`config.mk`:
```
export PLATFORM = sky130hd
export DESIGN_NAME = i2s_tx_fifo
export DESIGN_NICKNAME = d
export VERILOG_FILES = /design/src/rtl/i2s_tx_fifo.sv
export SDC_FILE = /design/constraint.sdc
export NUM_CORES = 1
export LEC_CHECK = 0
export BUFFER_PORTS_ARGS = -buffer_cell sky130_fd_sc_hd__buf_2
export CORE_UTILIZATION = 40
export CTS_BUF_LIST = sky130_fd_sc_hd__clkbuf_8
export DETAILED_ROUTE_END_ITERATION = 16
export GPL_TIMING_DRIVEN = 1
export PLACE_DENSITY_LB_ADDON = 0.08
export SETUP_SLACK_MARGIN = 0.5
export SLEW_MARGIN = 20
export SYNTH_ARGS = -nofsm -noshare
export SYNTH_HDL_FRONTEND = slang
export SYNTH_SLANG_ARGS = --single-unit
```
`constraint.sdc`:
```
create_clock -name ck -period 7.45 [get_ports ck]
set_input_delay 2.235 -clock ck [delete_from_list [all_inputs] [get_ports ck]]
set_output_delay 2.235 -clock ck [all_outputs]
set_load 0.1 [all_outputs]
```
`src/rtl/i2s_tx_fifo.sv`:
```
// Stereo-pair FIFO between a sample producer and an I2S serialiser.
// A new pair is presented on left/right once per frame, at the frame tick.
module i2s_tx_fifo #(
  parameter int CLOCKS = 64,
  parameter int DEPTH  = 8
) (
  input  logic                     ck,
  input  logic                     rst_n,
  input  logic                     en,
  input  logic [5:0]               frame_posn,
  input  logic                     in_valid,
  output logic                     in_ready,
  input  logic [15:0]              in_left,
  input  logic [15:0]              in_right,
  output logic [15:0]              left,
  output logic [15:0]              right,
  output logic [$clog2(DEPTH):0]   level,
  output logic                     underrun,
  output logic [7:0]               underrun_count,
  input  logic                     clr_count
);

  localparam int AW = $clog2(DEPTH);
  localparam int LW = AW + 1;
  localparam logic [5:0] MASK = (CLOCKS == 32) ? 6'h1F : 6'h3F;

  logic [31:0]   mem [DEPTH];
  logic [AW-1:0] wr_ptr;
  logic [AW-1:0] rd_ptr;
  logic          frame_tick;
  logic          empty;
  logic          push;
  logic          pop;

  // The tick fires in the last slot so the new pair is stable for all of the next frame.
  assign frame_tick = en && ((frame_posn & MASK) == MASK);
  assign empty      = (level == '0);
  assign in_ready   = (level != LW'(DEPTH));
  assign push       = in_valid && in_ready;
  assign pop        = frame_tick && !empty;

  always_ff @(posedge ck) begin
    if (push) begin
      mem[wr_ptr] <= {in_left, in_right};
    end
  end

  always_ff @(posedge ck or negedge rst_n) begin
    if (!rst_n) begin
      wr_ptr <= '0;
      rd_ptr <= '0;
      level  <= '0;
    end else begin
      if (push) begin
        wr_ptr <= wr_ptr + AW'(1);
      end
      if (pop) begin
        rd_ptr <= rd_ptr + AW'(1);
      end
      case ({push, pop})
        2'b10:   level <= level + LW'(1);
        2'b01:   level <= level - LW'(1);
        default: level <= level;
      endcase
    end
  end

  // An empty tick mutes the output; a pair pushed on that same edge waits for the next tick.
  always_ff @(posedge ck or negedge rst_n) begin
    if (!rst_n) begin
      left     <= '0;
      right    <= '0;
      underrun <= 1'b0;
    end else begin
      underrun <= frame_tick && empty;
      if (pop) begin
        {left, right} <= mem[rd_ptr];
      end else if (frame_tick) begin
        left  <= '0;
        right <= '0;
      end
    end
  end

  always_ff @(posedge ck or negedge rst_n) begin
    if (!rst_n) begin
      underrun_count <= '0;
    end else if (clr_count) begin
      underrun_count <= '0;
    end else if (frame_tick && empty && (underrun_count != 8'hFF)) begin
      underrun_count <= underrun_count + 8'd1;
    end
  end

endmodule

```
# ---- Word-level counts from Yosys, hierarchy flattened
# Memory sizes are Yosys's and may differ from the RTL's.
# Index checks and enable logic that the tools add are counted.
dict set report op_classes {
  add_sub_neg 5
  eq_ne 5
  mux 8
  n_reduce_logical 10
}
# cell count
set op_table {}
lappend op_table {{2-to-1 mux 16 bit} 3}
lappend op_table {{2-to-1 mux 8 bit} 2}
lappend op_table {{adder 8 x 1 -> 8 bit, second input constant} 1}
lappend op_table {{inequality test 8 bit, second input constant} 1}
lappend op_table {{one-hot mux 4 bit (2 select lines)} 1}
lappend op_table {{adder 3 x 1 -> 3 bit, second input constant} 2}
lappend op_table {{equality test 6 bit, second input constant} 1}
lappend op_table {{nonzero test 2 bit} 3}
lappend op_table {{logical AND 1 bit} 5}
lappend op_table {{adder 4 x 1 -> 4 bit, second input constant} 1}
lappend op_table {{logical NOT 4 bit} 1}
lappend op_table {{inequality test 4 bit, second input constant} 1}
lappend op_table {{subtractor 4 x 1 -> 4 bit, second input constant} 1}
lappend op_table {{equality test 2 x 1 -> 1 bit, second input constant} 1}
lappend op_table {{equality test 2 bit, second input constant} 1}
lappend op_table {{2-to-1 mux 1 bit} 2}
lappend op_table {{logical NOT 1 bit} 1}
dict set report totals {
  ff_bits 51
  mem_bits_rw 256
  in_bits 43
  out_inout_bits 46
  word_cells 36
  n_memories 1
}
# name words width read_ports rd_clocked_by_memory_dff write_ports line_no
set mem_list {}
lappend mem_list {mem 8 32 1 0 1 27} ;# logic [31:0] mem [DEPTH];

# ---- Logic depth before layout (Yosys ltp)
dict set report depth {
  word_depth 6
  mapped_depth 10
  depth_no_buf 9
}

# ---- Worst setup path after synthesis
# No wires, ideal clock.
dict set report synth_path {
  path_kind {in2reg}
  startpoint {input in_valid}
  endpoint {memory mem[0][0] (enable)}
  arrival_ns 4.898
  setup_slack_ns 2.091
  cell_stages 3
  path_cell_list {nand2_1 > or2_2 > nor3_1}
}
dict set report synth_between {
  elab_chain_len 3
}
# element line_no
set synth_lines {}
lappend synth_lines {{from (decl)} 11} ;# input logic in_valid,
lappend synth_lines {{logical AND 1 bit} 39} ;# assign push = in_valid && in_ready;
lappend synth_lines {{2-to-1 mux 1 bit} 43} ;# if (push) begin
lappend synth_lines {{2-to-1 mux 1 bit (not written as such)} 44} ;# mem[wr_ptr] <= {in_left, in_right};
lappend synth_lines {{to (decl)} 27}
# Every way passes these cells.

# ---- Worst setup path in the final report
dict set report layout_path {
  startpoint {register level[1]}
  endpoint {output in_ready}
}
dict set report layout_between {
  elab_chain_len 1
}
# element line_no
set layout_lines {}
lappend layout_lines {{from (decl)} 17} ;# output logic [$clog2(DEPTH):0] level,
lappend layout_lines {{from (signal assigned)} 61} ;# 2'b10: level <= level + LW'(1);
lappend layout_lines {{from (signal assigned)} 62} ;# 2'b01: level <= level - LW'(1);
lappend layout_lines {{from (signal assigned)} 63} ;# default: level <= level;
lappend layout_lines {{inequality test 4 bit} 38} ;# assign in_ready = (level != LW'(DEPTH));
lappend layout_lines {{to (decl)} 12} ;# output logic in_ready,
# Every way passes these cells.

==> results.cfg <==
[logic_synthesis]
synthXorXnorAreaFrac = 0.00596
synth-compound-area-share = 0.0324
syn-mean-instance-area_sq_um = 21.3
synth_top_family_by_area = multiplexers
synthSimpleGateAreaFrac = 0.0249
synth_area_sq_um = 11800
ys_seq_area_frac = 0.763
synth.net_count = 600
synth-seq-cells = 307
synth-adder-area-share = 0.00639
synth_area_leaders = edfxtp_1 (65%), mux4_2 (12%), dfrtp_1 (11%)
synth_cells = 551
synth_top_area_cell = edfxtp_1
synthMuxAreaShare = 0.157
ys_warn_count = 0
synth_top_area_frac = 0.654
synth_cell_types = 35

[place]
io_buffer_count = 88
gp_congestion = 0.725
dp_hpwl_microns = 13400
placed_cell_area_sq_um = 12700

[drt]
num_vias = 5815
drt_iter0_markers = 284
drc_errors = 0
viasPerCell = 5.28
dr.pass1.iters = 4
ant_nets = 0
totalWireLength_microns = 24500
wl_per_cell_microns = 22.2

[worst_setup_path]
arrival_ps = 2100
crit_chain = or4b_2, buf_2
reg2reg_to = left[6]$_DFFE_PN0P_
path_class = register to primary output
cp_slowest_cell = or4b_2
end_kind = primary output
max_stage_delay_ps = 760
start_kind = register
crit_required_ps = 5220
r2r_setup_slack_ps = 4650
rr_startpoint = rd_ptr[0]$_DFFE_PN0P_
r2r_cells = 4
cp_max_fo = 8

[floorplan]
die-area_sq_um = 30100
rows = 62
ios = 89
die-height_microns = 173
die_w_microns = 173
core_sq_um = 28800
start_util = 0.408

[clock_tree]
tritoncts.num_buffers = 51
cts.sinks = 307
ctsHoldBuffers = 0
cts-resized-gates = 0
cts_tree = yes
clock_latency_ps = 560
cts_setup_buffers = 0
path_clk_slew_ps = 60
htree_levels = 2
cts-root-buf = clkbuf_8
clockBufferDepth = 3

[hold_path]
hp-class = register to register
worstHoldStart = left[4]$_DFFE_PN0P_
hold_end = left[4]$_DFFE_PN0P_
hold_path_depth = 1

[finish]
syn_to_final_growth_pct = 16.7
final_common_cell = edfxtp_1
layout_common_cells = edfxtp_1 (256), buf_2 (88), mux4_2 (64)
nFillCells = 2429
antenna_cells = 0
fin_nets = 726
drive_above_1_share = 0.392
fin_area_sq_um = 13700

[sta]
finalHoldViolations = 0
finalSetupViolations = 0
slew_headroom = 0.345
timing.hold.ws_ps = 497
post-route-period-util = 0.582
slew_violations = 0
worst_pin_slew_ps = 983
fmax_mhz = 231
fin_skew_ps = 15.4
fin_crit_ps = 4330
rsz0062_at_grt = false
setup_tns_ps = 0

[global_route]
grt_overflow = 0
grt_pass1_wl_microns = 38200
antenna_found_initial = 1
grt_usage = 0.170
grt_max_degree = 52
grt_pass1_vias = 6394

[run_status]
outcome = completed

[power]
total_power_w = 0.00475
ir_drop_mv = 0.148
power.leakage_nw = 4.82
power_density_nw_per_um2 = 347

[run]
max-cap-violations = 0
registers in the layout, indices dropped and copies added, names as in the netlist:
register and flops:
right 16, underrun_count 8, mem 256, left 16
level 4, underrun 1, wr_ptr 3, rd_ptr 3
power by group:
group | internal, W | switching, W | leakage [nW]
combinational | 0.000376 | 0.000718 | 1.24
clock | 0.000752 | 0.000643 | 0.582
sequential | 0.00213 | 0.000133 | 3.00
total | 0.00326 | 0.00149 | 4.82
cell families after synthesis:
kind of cell    Yosys count
compound gates           48
xor+xnor                  8
fa+ha+maj                 6
buf+inv                  31
flops                   307
mux                     100
simple gates             51
cell type report:
cell class,count,area (sq um),share of cell area
Inverter,2,7.51,0.000548
Multi-Input combinational cell,213,2730,0.199
Clock buffer,59,812,0.0592
Timing Repair Buffer,102,546,0.0398
Clock inverter,34,161,0.0118
Sequential cell,307,8970,0.654
Tap cell,384,480,0.0350
metrics by stage:
step           std cells   util  setup slack, ps
2_1_floorplan        551      -             2090
6_report            1101  0.476             3120
4_1_cts             1101  0.476             3080
5_1_grt             1101  0.476             3050
3_5_place_dp        1008  0.442             2580
3_3_place_gp        1008  0.442             2820
how the worst max path moves through the flow:
stage,start,slack (ps),end,depth (start not counted)
after global routing,level[1]$_DFFE_PN0P_,3050,in_ready,2
after CTS,level[1]$_DFFE_PN0P_,3080,in_ready,2
final,level[1]$_DFFE_PN0P_,3120,in_ready,2
after floorplan,in_valid,2090,mem[0][0]$_DFFE_PP_,3
after global placement,frame_posn[1],2820,level[2]$_DFFE_PN0P_,10
after detailed placement,frame_posn[1],2580,level[3]$_DFFE_PN0P_,8
per-layer routing:
metal | wire (microns) | track usage
met1 | 10600 | 0.221
met2 | 12300 | 0.287
met3 | 1090 | 0.0362
met4 | 516 | 0.0535
met5 | 10 | 0
cell usage after synthesis:
| cell type | n |
|---|---|
| mux2_2 | 35 |
| buf_1 | 2 |
| or2_2 | 2 |
| xor2_1 | 4 |
| or4_1 | 4 |
| mux2i_1 | 1 |
| inv_1 | 2 |
| or3_1 | 3 |
| nor4_1 | 1 |
| and3_1 | 1 |
| buf_2 | 6 |
| a2111oi_0 | 1 |
| o21ai_0 | 1 |
| or3b_1 | 1 |
| a21oi_1 | 8 |
| nor2_1 | 8 |
| edfxtp_1 | 256 |
| nor4b_1 | 1 |
| nand4_1 | 1 |
| nand3_1 | 8 |
| nand2b_1 | 5 |
| a22o_1 | 32 |
| o41ai_1 | 1 |
| nand3b_1 | 1 |
| nand2_1 | 7 |
| ha_1 | 6 |
| nor4_2 | 1 |
| and4_1 | 2 |
| or4b_2 | 1 |
| nor3_1 | 4 |
| mux4_2 | 64 |
| o31ai_1 | 5 |
| dfrtp_1 | 51 |
| xnor2_1 | 4 |
| clkbuf_1 | 21 |
critical path: cells and delay by family, from the launching register on:
family	cells	cell delay, ps
AND/OR/NAND/NOR	1	760
flip-flops	1	460
buffers and inverters	1	330
Note: power is estimated with default switching activity, not from simulation.
